**src/rtl/sd_dat_rx_pkg.sv**
```systemverilog
// Shared constants, state encoding and CRC16 step for the SD DAT0 block receiver.
package sd_dat_rx_pkg;

    localparam logic [15:0]  CRC16_POLY      = 16'h1021;
    localparam int unsigned  BLOCK_BYTES_DEF = 512;
    localparam int unsigned  TIMEOUT_CE_DEF  = 65535;

    typedef enum logic [2:0] {
        ST_IDLE,
        ST_WAIT_SB,
        ST_DATA,
        ST_CRC,
        ST_END
    } state_t;

    typedef struct packed {
        logic crc_err;
        logic end_err;
        logic tout;
    } rx_status_t;

    // One serial CCITT step, MSB-first feed.
    function automatic logic [15:0] crc16_step(input logic [15:0] crc, input logic din);
        crc16_step = {crc[14:0], 1'b0} ^ (((crc[15] ^ din) == 1'b1) ? CRC16_POLY : 16'h0000);
    endfunction

endpackage

```
**src/rtl/sd_dat_rx_if.sv**
```systemverilog
// Sample-side inputs and block/byte results of the DAT0 receiver.
interface sd_dat_rx_if;
    logic       ce;
    logic       start;
    logic       dat;
    logic [7:0] data;
    logic       val;
    logic       busy;
    logic       done;
    logic       crc_err;
    logic       end_err;
    logic       tout;

    modport master (output ce, start, dat,
                    input  data, val, busy, done, crc_err, end_err, tout);
    modport slave  (input  ce, start, dat,
                    output data, val, busy, done, crc_err, end_err, tout);
endinterface

```
**src/rtl/sd_dat_rx_crc16_chk.sv**
```systemverilog
// Serial CRC16 checker register; a clean data+CRC stream leaves zero residue.
module sd_dat_rx_crc16_chk
    import sd_dat_rx_pkg::*;
(
    input  logic        clk,
    input  logic        rst,
    input  logic        clr,
    input  logic        en,
    input  logic        din,
    output logic [15:0] crc
);

    always_ff @(posedge clk) begin
        if (rst || clr) begin
            crc <= '0;
        end else if (en) begin
            crc <= crc16_step(crc, din);
        end
    end

endmodule

```
**src/rtl/sd_dat_rx.sv**
```systemverilog
// SD DAT0 single-block receiver: start-bit hunt, byte deserialiser, CRC16 and end-bit check.
module sd_dat_rx
    import sd_dat_rx_pkg::*;
#(
    parameter int unsigned BLOCK_BYTES = BLOCK_BYTES_DEF,
    parameter int unsigned TIMEOUT_CE  = TIMEOUT_CE_DEF
)(
    input  logic           clk,
    input  logic           rst,
    sd_dat_rx_if.slave     bus
);

    localparam int unsigned BW = $clog2(BLOCK_BYTES + 1);
    localparam int unsigned TW = $clog2(TIMEOUT_CE + 1);

    state_t            state, state_n;
    logic [3:0]        bit_cnt, bit_cnt_n;
    logic [BW-1:0]     byte_cnt, byte_cnt_n;
    logic [TW-1:0]     tcnt, tcnt_n;
    logic [7:0]        shreg, shreg_n;
    logic [7:0]        data_q, data_n;
    logic [7:0]        byte_next;
    logic              val_q, val_n;
    logic              done_q, done_n;
    logic              busy_q, busy_n;
    rx_status_t        sts, sts_n;
    logic              crc_clr;
    logic              crc_en;
    logic [15:0]       crc;

    sd_dat_rx_crc16_chk u_crc (
        .clk (clk),
        .rst (rst),
        .clr (crc_clr),
        .en  (crc_en),
        .din (bus.dat),
        .crc (crc)
    );

    always_ff @(posedge clk) begin
        if (rst) begin
            state    <= ST_IDLE;
            bit_cnt  <= '0;
            byte_cnt <= '0;
            tcnt     <= '0;
            shreg    <= '0;
            data_q   <= '0;
            val_q    <= 1'b0;
            done_q   <= 1'b0;
            busy_q   <= 1'b0;
            sts      <= '0;
        end else begin
            state    <= state_n;
            bit_cnt  <= bit_cnt_n;
            byte_cnt <= byte_cnt_n;
            tcnt     <= tcnt_n;
            shreg    <= shreg_n;
            data_q   <= data_n;
            val_q    <= val_n;
            done_q   <= done_n;
            busy_q   <= busy_n;
            sts      <= sts_n;
        end
    end

    always_comb begin
        state_n    = state;
        bit_cnt_n  = bit_cnt;
        byte_cnt_n = byte_cnt;
        tcnt_n     = tcnt;
        shreg_n    = shreg;
        data_n     = data_q;
        val_n      = 1'b0;
        done_n     = 1'b0;
        sts_n      = sts;
        crc_clr    = 1'b0;
        crc_en     = 1'b0;
        byte_next  = {shreg[6:0], bus.dat};

        unique case (state)
            ST_IDLE: begin
                // A CE coinciding with START is deliberately not sampled.
                if (bus.start) begin
                    state_n    = ST_WAIT_SB;
                    bit_cnt_n  = '0;
                    byte_cnt_n = '0;
                    tcnt_n     = '0;
                    sts_n      = '0;
                    crc_clr    = 1'b1;
                end
            end
            ST_WAIT_SB: begin
                if (bus.ce) begin
                    if (!bus.dat) begin
                        state_n = ST_DATA;
                    end else if (tcnt == TW'(TIMEOUT_CE - 1)) begin
                        sts_n.tout = 1'b1;
                        done_n     = 1'b1;
                        state_n    = ST_IDLE;
                    end else begin
                        tcnt_n = tcnt + TW'(1);
                    end
                end
            end
            ST_DATA: begin
                if (bus.ce) begin
                    crc_en  = 1'b1;
                    shreg_n = byte_next;
                    if (bit_cnt[2:0] == 3'd7) begin
                        data_n    = byte_next;
                        val_n     = 1'b1;
                        bit_cnt_n = '0;
                        if (byte_cnt == BW'(BLOCK_BYTES - 1)) begin
                            byte_cnt_n = '0;
                            state_n    = ST_CRC;
                        end else begin
                            byte_cnt_n = byte_cnt + BW'(1);
                        end
                    end else begin
                        bit_cnt_n = bit_cnt + 4'd1;
                    end
                end
            end
            ST_CRC: begin
                if (bus.ce) begin
                    crc_en = 1'b1;
                    if (bit_cnt == 4'd15) begin
                        bit_cnt_n = '0;
                        state_n   = ST_END;
                    end else begin
                        bit_cnt_n = bit_cnt + 4'd1;
                    end
                end
            end
            ST_END: begin
                if (bus.ce) begin
                    sts_n.end_err = ~bus.dat;
                    sts_n.crc_err = (crc != 16'h0000);
                    done_n        = 1'b1;
                    state_n       = ST_IDLE;
                end
            end
            default: state_n = ST_IDLE;
        endcase

        busy_n = (state_n != ST_IDLE);
    end

    assign bus.data    = data_q;
    assign bus.val     = val_q;
    assign bus.done    = done_q;
    assign bus.busy    = busy_q;
    assign bus.crc_err = sts.crc_err;
    assign bus.end_err = sts.end_err;
    assign bus.tout    = sts.tout;

endmodule

```
**src/flat_wrapper.sv**
```systemverilog
// flat-port wrapper written by rule: the top's interface ports become plain ports
module sd_dat_rx_flat import sd_dat_rx_pkg::*;
#(
    parameter int unsigned BLOCK_BYTES = BLOCK_BYTES_DEF,
    parameter int unsigned TIMEOUT_CE  = TIMEOUT_CE_DEF
)
  (clk, rst, bus_ce, bus_start, bus_dat, bus_data, bus_val, bus_busy, bus_done, bus_crc_err, bus_end_err, bus_tout);
  sd_dat_rx_if bus_i ();
  input  logic clk;
  input  logic rst;
  input wire logic [$bits(bus_i.ce)-1:0] bus_ce;
  input wire logic [$bits(bus_i.start)-1:0] bus_start;
  input wire logic [$bits(bus_i.dat)-1:0] bus_dat;
  output wire logic [$bits(bus_i.data)-1:0] bus_data;
  output wire logic [$bits(bus_i.val)-1:0] bus_val;
  output wire logic [$bits(bus_i.busy)-1:0] bus_busy;
  output wire logic [$bits(bus_i.done)-1:0] bus_done;
  output wire logic [$bits(bus_i.crc_err)-1:0] bus_crc_err;
  output wire logic [$bits(bus_i.end_err)-1:0] bus_end_err;
  output wire logic [$bits(bus_i.tout)-1:0] bus_tout;
  assign bus_i.ce = bus_ce;
  assign bus_i.start = bus_start;
  assign bus_i.dat = bus_dat;
  assign bus_data = bus_i.data;
  assign bus_val = bus_i.val;
  assign bus_busy = bus_i.busy;
  assign bus_done = bus_i.done;
  assign bus_crc_err = bus_i.crc_err;
  assign bus_end_err = bus_i.end_err;
  assign bus_tout = bus_i.tout;
  sd_dat_rx #(.BLOCK_BYTES(BLOCK_BYTES), .TIMEOUT_CE(TIMEOUT_CE)) u_core (.clk(clk), .rst(rst), .bus(bus_i));
endmodule
```
**config.mk**
```make
export PLATFORM = sky130hd
export DESIGN_NAME = sd_dat_rx_flat
export DESIGN_NICKNAME = d
export VERILOG_FILES = /design/src/rtl/sd_dat_rx_pkg.sv /design/src/rtl/sd_dat_rx_if.sv /design/src/rtl/sd_dat_rx_crc16_chk.sv /design/src/rtl/sd_dat_rx.sv /design/src/flat_wrapper.sv
export SDC_FILE = /design/constraint.sdc
export NUM_CORES = 1
export LEC_CHECK = 0
export ABC_AREA = 1
export CORE_MARGIN = 1
export CORE_UTILIZATION = 56
export CTS_BUF_LIST = sky130_fd_sc_hd__clkbuf_8
export DETAILED_ROUTE_END_ITERATION = 16
export MAX_ROUTING_LAYER = met4
export PLACE_DENSITY_LB_ADDON = 0.2
export SYNTH_ARGS = -nofsm -noshare
export SYNTH_HDL_FRONTEND = slang
export SYNTH_SLANG_ARGS = --single-unit
```
**constraint.sdc**
```tcl
create_clock -name clk -period 1.4 [get_ports clk]
set_input_delay 0.21 -clock clk [delete_from_list [all_inputs] [get_ports clk]]
set_output_delay 0.21 -clock clk [all_outputs]
set_load 0.05 [all_outputs]
```
==> results.yml, run 1 <==
timing:
  fin_crit_ps: 1620
  worst_slew_pin_slew_ps: 397
  finalWorstSetupSlack_ps: -216
  rsz0062_at_grt: "true"
  fmax_mhz: 619
  whs_ps: 462
  fin_skew_ps: 18.3
  fin_crit_sh_pct: 115
  hold_viol_final: 0
  slew_headroom_pct: 73.3
  maxSlewViolCount: 0
  setup_violations: 36
layout:
  fin_cells: 676
  diodes: 0
  finalNetCount: 606
  drive_gt1_share_pct: 37.9
  area.growth.synth_to_final_pct: 49.3
  postLayoutCellArea_um2: 5130
grt:
  grt_pass1_vias: 3529
  grt_pass1_wl_um: 15900
  grt_max_degree: 19
  grtUsageTotal_pct: 33.6
  antenna_found_initial: 0
  overflow: 0
routing:
  drt_first_pass_iters: 5
  post-route-drc-count: 0
  drtAntennaViolNets: 0
  wirelength_um: 12200
  via_count: 3941
  via_per_inst: 5.83
  drt-initial-drc-count: 359
  avgRoutedWirePerCell_um: 18.0
critical_path:
  worstPathArrival_ps: 1920
  rr_startpoint: "u_core.bit_cnt[1]$_SDFFE_PP0P_"
  cp-end-kind: "flip-flop"
  worstPathRequired_ps: 1700
  slowest_stage: "dfxtp_2"
  worstSetupStartpointType: "flip-flop"
  reg2reg_slack_ps: -220
  crit_type: "flip-flop to flip-flop"
  reg2regPathDepth: 8
  r2r-end: "u_core.bus.busy$_SDFF_PP0_"
  crit_path_max_fanout: 2
  crit_chain: "ha_4, buf_4, nand3_2, o21ai_0, nand2_1, a21oi_1, a21oi_1, nand2_1"
  max_stage_delay_ps: 360
yosys:
  synth_edf_count: 0
  avgSynthCellArea_um2: 6.92
  syn_nets: 507
  synthCells: 497
  synth_flop_cell: "dfxtp_1"
  yosysWarnings: 0
  synth_area_um2: 3440
  yosys.cell_types.count: 35
  yosysSeqAreaShare_pct: 40.8
  synthArstFlopShare_pct: 0
  synth_seq_cells: 70
power:
  vdd_drop_max_mv: 0.754
  p_leak_nw: 2.15
  power_density_nw_per_um2: 949
  power.total_mw: 4.88
clocking:
  insertion_delay_ps: 370
  numCtsBuffers: 9
  clk_transition_reported_paths_ps: 70
  cts_tree: "yes"
  h-tree-depth: 3
  ctsHoldBuffers: 0
  root_buffer: "clkbuf_8"
  clockBufferDepth: 2
  cts_sinks: 70
status:
  status: "complete, but fails checks"
  violations: "setup timing"
floorplan:
  die_h_um: 80.4
  rows: 28
  die_area_um2: 6460
  core_um2: 5920
  die_w_um: 80.4
  initial_core_util_pct: 58.1
  io_pins: 19
placement:
  dpl_cell_area_um2: 4310
  dp_hpwl_um: 6010
  dp.cells: 642
  gp_congestion: 0.963
  post-place-ws_ps: -352
  portBuffers: 18
worst_hold_path:
  hold-path-endpoint: "u_core.u_crc.crc[6]$_SDFFE_PP0P_"
  min_path_cells: 2
  hp-start: "u_core.u_crc.crc[5]$_SDFFE_PP0P_"
  hold_path_class: "flip-flop to flip-flop"
run:
  maxCapViolations: 0
-- routing by layer --
layer  part of all wire [%]  vias to the layer above  global-route usage (%)  wire length, um
li1                       -                     1788                       -                -
met2                     50                      224                    56.2             6140
met5                      0                        -                       -                0
met3                    6.7                       75                    6.70              815
met1                     37                     1854                    38.3             4520
met4                    5.7                        0                    16.4              688
-- logic make-up after synthesis --
| kind of cell | count (synthesis) | share of synthesized area [%] |
|---|---|---|
| fa+ha+maj | 5 | 1.82 |
| simple gates | 284 | 37.0 |
| compound gates | 68 | 10.9 |
| flops | 70 | 40.8 |
| xor+xnor | 7 | 1.78 |
| buf+inv | 63 | 7.75 |
-- worst max path at each step --
stage / start / end / slack [ps] / cells past startpoint
global placement: bus_ce / u_core.byte_cnt[4]$_SDFFE_PP0P_ / -310 / 7
global route: u_core.tcnt[5]$_SDFFE_PP0P_ / u_core.bus.busy$_SDFF_PP0_ / -260 / 9
finish: u_core.bit_cnt[1]$_SDFFE_PP0P_ / u_core.bus.busy$_SDFF_PP0_ / -220 / 8
detailed placement: bus_ce / u_core.tcnt[0]$_SDFFE_PP0P_ / -350 / 7
floorplan: u_core.byte_cnt[0]$_SDFFE_PP0P_ / u_core.byte_cnt[0]$_SDFFE_PP0P_ / 0.5 / 10
CTS: u_core.tcnt[1]$_SDFFE_PP0P_ / u_core.tcnt[1]$_SDFFE_PP0P_ / -60 / 11
-- worst max-delay path, delay by kind of cell, from the launching register on --
| kind | cells | cell delay, ps |
|---|---|---|
| AOI/OAI and AO/OA | 3 | 610 |
| buffers and inverters | 1 | 110 |
| adders and majority gates | 1 | 160 |
| DFF | 1 | 360 |
| and+or+nand+nor | 3 | 320 |
-- placed cells by master, fill, tap and decap left out, drive strengths merged --
cell type	Yosys	final
a21boi	1	1
a21oi	40	40
buf	9	95
bufinv	0	1
clkbuf	4	11
clkdlybuf4s50	0	3
clkinv	0	3
dfxtp	70	70
dlygate4sd2	0	1
ha	5	5
inv	50	52
nand2	132	132
nand3	44	44
nand3b	1	1
nand4	7	7
nor2	91	92
nor3	5	5
nor3b	2	2
nor4	2	2
o21a	4	4
o21ai	22	22
o21bai	1	1
xnor2	2	2
xor2	5	5
-- through the flow --
step	utilization (%)	TNS, ps
detailed placement	72.8	-15310
floorplan	-	0
global placement	72.8	-12900
global route	86.7	-5370
finish	86.7	-2650
CTS	80.5	-495
-- cells in the mapped netlist, types with 5 or more instances --
library cell,number,area (um2)
nand3_1,42,210
inv_2,7,26.3
nand4_1,7,43.8
ha_1,5,62.6
a21oi_1,38,190
dfxtp_1,70,1400
xor2_1,5,43.8
o21ai_0,21,105
inv_1,42,158
nor2_1,86,323
nand2_1,127,477
buf_2,6,30.0
-- flip-flops by register name, summed over array words and instances, names as in the netlist, 3 cells and up --
register / cells
u_core.tcnt: 16
u_core.u_crc.crc: 16
u_core.byte_cnt: 10
u_core.bus.data: 8
u_core.shreg: 7
u_core.bit_cnt: 4
u_core.state: 3
-- cell type report --
class	count	area, um2
clock buffers	11	151
clock inverters	5	48.8
fillers	300	786
inverters	50	213
multi-input cells	365	2200
flip-flops and latches	70	1430
well taps	75	93.8
repair buffers	99	993
repair inverters	1	3.75
-- repair_timing --
item	in CTS	in global routing
setup endpoints to repair	43	61
resized for setup	62	80
pin swaps	23	30
hold endpoints to repair	0	0
cloned	3	0
setup buffers	5	10
-- power breakdown --
group          internal (mW)  switching (mW)  leakage [nW]
Clock                  0.905           0.815         0.110
Sequential              2.04          0.0594         0.573
Combinational          0.445           0.614          1.47
Total                   3.39            1.49          2.15
(Power assumes the default switching activity.)
==> run 2: changes to the inputs <==
--- a/config.mk
+++ b/config.mk
@@ -12,6 +12,7 @@
 export DETAILED_ROUTE_END_ITERATION = 16
 export MAX_ROUTING_LAYER = met4
 export PLACE_DENSITY_LB_ADDON = 0.2
+export RECOVER_POWER = 100
 export SYNTH_ARGS = -nofsm -noshare
 export SYNTH_HDL_FRONTEND = slang
 export SYNTH_SLANG_ARGS = --single-unit
==> results.yml, run 2 (synthesis results as in run 1) <==
layout:
  diodes: 0
  final_cell_mix: "nand2_1, nor2_1, buf_4, dfxtp_1, inv_1"
  fin_util_pct: 83.2
  finalNetCount: 606
  layout_commonest_cell: "nand2_1"
  drive_gt1_share_pct: 37.9
  postLayoutCellArea_um2: 4920
  area.growth.synth_to_final_pct: 43.2
  reg_top3: "u_core.tcnt x16, u_core.u_crc.crc x16, u_core.byte_cnt x10"
  fin_cells: 676
placement:
  gp_congestion: 0.963
  dp_hpwl_um: 6010
  dpl_cell_area_um2: 4310
  dp.cells: 642
  post-place-ws_ps: -352
  portBuffers: 18
critical_path:
  cp-endpoint: "u_core.bus.busy$_SDFF_PP0_"
  reg2regPathDepth: 8
  crit_type: "flip-flop to flip-flop"
  worstPathRequired_ps: 1710
  rr_startpoint: "u_core.bit_cnt[1]$_SDFFE_PP0P_"
  reg2reg_slack_ps: -220
  r2r-end: "u_core.bus.busy$_SDFF_PP0_"
  crit_path_max_fanout: 2
  worstSetupStartpointType: "flip-flop"
  cp-end-kind: "flip-flop"
  startpoint: "u_core.bit_cnt[1]$_SDFFE_PP0P_"
  worstPathArrival_ps: 1920
routing:
  drt-initial-drc-count: 370
  drtAntennaViolNets: 0
  post-route-drc-count: 0
  via_count: 3966
  wirelength_um: 12200
  via_per_inst: 5.87
  avgRoutedWirePerCell_um: 18.0
  drt_first_pass_iters: 6
timing:
  setup_violations: 36
  hold_viol_final: 0
  whs_ps: 466
  maxSlewViolCount: 0
  worst_slew_pin_slew_ps: 387
  rsz0062_at_grt: "true"
  fin_crit_ps: 1620
  fmax_mhz: 618
  setup_tns_ps: -2480
  fin_crit_sh_pct: 116
  slew_headroom_pct: 74.0
  fin_skew_ps: 15.2
  finalWorstSetupSlack_ps: -217
grt:
  grtUsageTotal_pct: 33.6
  antenna_found_initial: 0
  grt_pass1_wl_um: 15900
  grt_pass1_vias: 3529
  overflow: 0
  grt_max_degree: 19
power:
  combPwrFrac_pct: 21.3
  switchingPower_mw: 1.49
  vdd_drop_max_mv: 0.712
  power.total_mw: 4.85
  p_leak_nw: 2.10
  cellInternalPower_mw: 3.36
  p_seq_share_pct: 43.1
  power_frac_clock_pct: 35.5
  power_density_nw_per_um2: 984
  swShare_pct: 30.7
clocking:
  cts_sinks: 70
  clk_transition_reported_paths_ps: 70
  numCtsBuffers: 9
  h-tree-depth: 3
  clockBufferDepth: 2
  insertion_delay_ps: 380
  cts_tree: "yes"
  root_buffer: "clkbuf_8"
  ctsHoldBuffers: 0
run:
  maxCapViolations: 0
floorplan:
  initial_core_util_pct: 58.1
  io_pins: 19
  die_h_um: 80.4
  die_w_um: 80.4
  rows: 28
  core_um2: 5920
  die_area_um2: 6460
worst_hold_path:
  hold_path_class: "flip-flop to flip-flop"
status:
  status: "complete, but fails checks"
  violations: "setup timing"
run 2: routing by layer:
metal  up-vias  part of all wire [%]  global-route usage [%]  wire, um
met1      1855                    37                    38.3      4470
li1       1793                     -                       -         -
met5         -                     0                       -         0
met3        80                   7.2                    6.70       878
met2       238                    50                    56.2      6130
met4         0                   5.6                    16.4       680
run 2: how the worst min path moves through the flow:
stage / cells after the start / slack, ps / endpoint / from
finish: 2 / 470 / u_core.u_crc.crc[6]$_SDFFE_PP0P_ / u_core.u_crc.crc[5]$_SDFFE_PP0P_
global route: 2 / 490 / u_core.bus.data[6]$_SDFFE_PP0P_ / u_core.shreg[5]$_SDFFE_PP0P_
CTS: 2 / 470 / u_core.u_crc.crc[6]$_SDFFE_PP0P_ / u_core.u_crc.crc[5]$_SDFFE_PP0P_
detailed placement: 2 / 450 / u_core.u_crc.crc[6]$_SDFFE_PP0P_ / u_core.u_crc.crc[5]$_SDFFE_PP0P_
global placement: 2 / 450 / u_core.u_crc.crc[6]$_SDFFE_PP0P_ / u_core.u_crc.crc[5]$_SDFFE_PP0P_
floorplan: 2 / 400 / u_core.shreg[0]$_SDFFE_PP0P_ / bus_dat
run 2: power by group through the flow:
stage / logic, mW / registers [mW] / clock network, mW
after floorplan: 0.413 / 2.15 / 0
after detailed placement: 0.716 / 2.13 / 0
after global placement: 0.695 / 2.12 / 0
after CTS: 0.865 / 2.09 / 1.69
after global routing: 1.08 / 2.09 / 1.78
final: 1.03 / 2.09 / 1.72
run 2: repair_timing:
| action | 4_1_cts | 5_1_grt |
|---|---|---|
| buffers inserted | 5 | 10 |
| gates cloned | 3 | 0 |
| hold endpoints to repair | 0 | 0 |
| resized for setup | 62 | 80 |
| setup endpoints to repair | 43 | 61 |
| pin swaps | 23 | 30 |
run 2: cell type report:
type                            instances  area (um2)
Inverter                               50         213
Timing Repair Buffer                   99         783
Clock inverter                          5        48.8
Sequential cell                        70        1430
Multi-Input combinational cell        365        2200
Tap cell                               75        93.8
Clock buffer                           11         151
Timing Repair inverter                  1        3.75
Fill cell                             327         996
run 2: critical path, cell delays in order (launching register included):
cell and delay, ps:
dfxtp_2 360, ha_4 160, buf_4 110, nand3_2 100, o21ai_0 300, nand2_1 130
a21oi_1 210, a21oi_1 80, nand2_1 100
==> run 3: changes to the inputs <==
--- a/config.mk
+++ b/config.mk
@@ -7,7 +7,7 @@
 export LEC_CHECK = 0
 export ABC_AREA = 1
 export CORE_MARGIN = 1
-export CORE_UTILIZATION = 56
+export CORE_UTILIZATION = 62
 export CTS_BUF_LIST = sky130_fd_sc_hd__clkbuf_8
 export DETAILED_ROUTE_END_ITERATION = 16
 export MAX_ROUTING_LAYER = met4
==> constraint.sdc (replaced) <==
create_clock -name clk -period 1.5 [get_ports clk]
set_input_delay 0.225 -clock clk [delete_from_list [all_inputs] [get_ports clk]]
set_output_delay 0.225 -clock clk [all_outputs]
set_load 0.05 [all_outputs]
==> results.yml, run 3 (synthesis results as in run 1) <==
routing:
  post-route-drc-count: 0
  avgRoutedWirePerCell_um: 16.3
  drt-initial-drc-count: 350
  drtAntennaViolNets: 0
  drt_first_pass_iters: 6
  wirelength_um: 10800
  via_count: 3820
  via_per_inst: 5.80
placement:
  portBuffers: 18
  dp_hpwl_um: 6030
  post-place-ws_ps: -276
  gp_congestion: 0.875
  dpl_cell_area_um2: 4070
power:
  power_density_nw_per_um2: 948
  p_leak_nw: 1.93
  vdd_drop_max_mv: 1.04
  power.total_mw: 4.34
status:
  status: "complete, but fails checks"
  violations: "setup timing"
run:
  maxCapViolations: 0
critical_path:
  crit_path_max_fanout: 7
  worstSetupStartpointType: "flip-flop"
  crit_buf_inv: 2
  max_stage_delay_ps: 380
  worstPathRequired_ps: 1740
  crit_chain: "inv_4, nand3_4, o21ai_4, buf_4, nor2_4, nand3_1, nand2_1, nor2_1"
  slowest_stage: "dfxtp_4"
  crit_type: "flip-flop to flip-flop"
  cp-end-kind: "flip-flop"
  worstPathArrival_ps: 1970
  cp_top_family: "simple AND/OR/NAND/NOR gates"
grt:
  grtUsageTotal_pct: 32.7
  grt_pass1_wl_um: 14700
  antenna_found_initial: 0
  overflow: 0
  grt_pass1_vias: 3322
  grt_max_degree: 19
timing:
  fin_skew_ps: 8.34
  worst_slew_pin_slew_ps: 586
  maxSlewViolCount: 0
  finalWorstSetupSlack_ps: -237
  rsz0062_at_grt: "true"
  fmax_mhz: 576
  setup_tns_ps: -574
  hold_viol_final: 0
  fin_crit_ps: 1740
  setup_violations: 12
  fin_crit_sh_pct: 116
  slew_headroom_pct: 61.1
layout:
  layout_commonest_cell: "nand2_1"
  postLayoutCellArea_um2: 4580
  drive_gt1_share_pct: 31.1
  finalNetCount: 594
  diodes: 0
  area.growth.synth_to_final_pct: 33.3
  reg_top3: "u_core.tcnt x16, u_core.u_crc.crc x16, u_core.byte_cnt x10"
  fin_util_pct: 87.5
  final_cell_mix: "nand2_1, nor2_1, buf_4, dfxtp_1, inv_1"
clocking:
  root_buffer: "clkbuf_8"
  clockBufferDepth: 2
  numCtsBuffers: 9
  cts_tree: "yes"
  cts_sinks: 70
  h-tree-depth: 3
  clk_transition_reported_paths_ps: 80
  ctsHoldBuffers: 0
  insertion_delay_ps: 360
floorplan:
  die_h_um: 76.5
  die_w_um: 76.5
  initial_core_util_pct: 65.6
  rows: 26
  die_area_um2: 5850
  io_pins: 19
  core_um2: 5240
worst_hold_path:
  hold_path_class: "flip-flop to flip-flop"
run 3: stage by stage:
| step | cells | hold WS (ps) |
|---|---|---|
| final | 659 | 463 |
| after global placement | 634 | 450 |
| after global routing | 659 | 486 |
| after detailed placement | 634 | 456 |
| after CTS | 652 | 470 |
| after floorplan | 497 | 417 |
run 3: area by class of cell:
class                           instances  area (um2)
Tap cell                               70        87.6
Multi-Input combinational cell        365        2020
Clock buffer                            9         124
Sequential cell                        70        1420
Timing Repair Buffer                   88         659
Inverter                               50         203
Clock inverter                          7        73.8
Fill cell                             268         653
run 3: worst reg2reg max path, cell delays in order, from the launching register on:
cell	delay, ps
dfxtp_4	380
inv_4	110
nand3_4	150
o21ai_4	280
buf_4	180
nor2_4	60
nand3_1	90
nand2_1	70
nor2_1	300
run 3: report_power, final:
part	switching [mW]	internal, mW	leakage (nW)
logic	0.510	0.335	1.26
clock network	0.779	0.773	0.0996
registers	0.0449	1.90	0.570
run 3: worst paths after layout:
| check | startpoint | cells after the start | slack, ps | to |
|---|---|---|---|---|
| setup / recovery | u_core.state[0]$_SDFF_PP0_ | 8 | -240 | u_core.byte_cnt[8]$_SDFFE_PP0P_ |
| hold / removal | u_core.bus.data[7]$_SDFFE_PP0P_ | 2 | 460 | u_core.bus.data[7]$_SDFFE_PP0P_ |
| setup reg to reg | u_core.state[0]$_SDFF_PP0_ | 8 | -240 | u_core.byte_cnt[8]$_SDFFE_PP0P_ |
| hold reg to reg | u_core.bus.data[7]$_SDFFE_PP0P_ | 2 | 460 | u_core.bus.data[7]$_SDFFE_PP0P_ |
run 3: what timing repair did:
action,CTS,global route
resized for setup,24,69
gates cloned,2,0
setup endpoints to repair,24,49
buffers inserted,0,7
pin swaps,11,21
run 3: routing by layer:
layer / wire length [um] / share of wire [%] / vias to the layer above / GRT usage, %
li1: - / - / 1768 / -
met1: 4120 / 38 / 1766 / 38.2
met2: 5230 / 49 / 212 / 53.0
met3: 837 / 7.8 / 74 / 6.11
met4: 572 / 5.3 / 0 / 17.9
met5: 0 / 0 / - / -
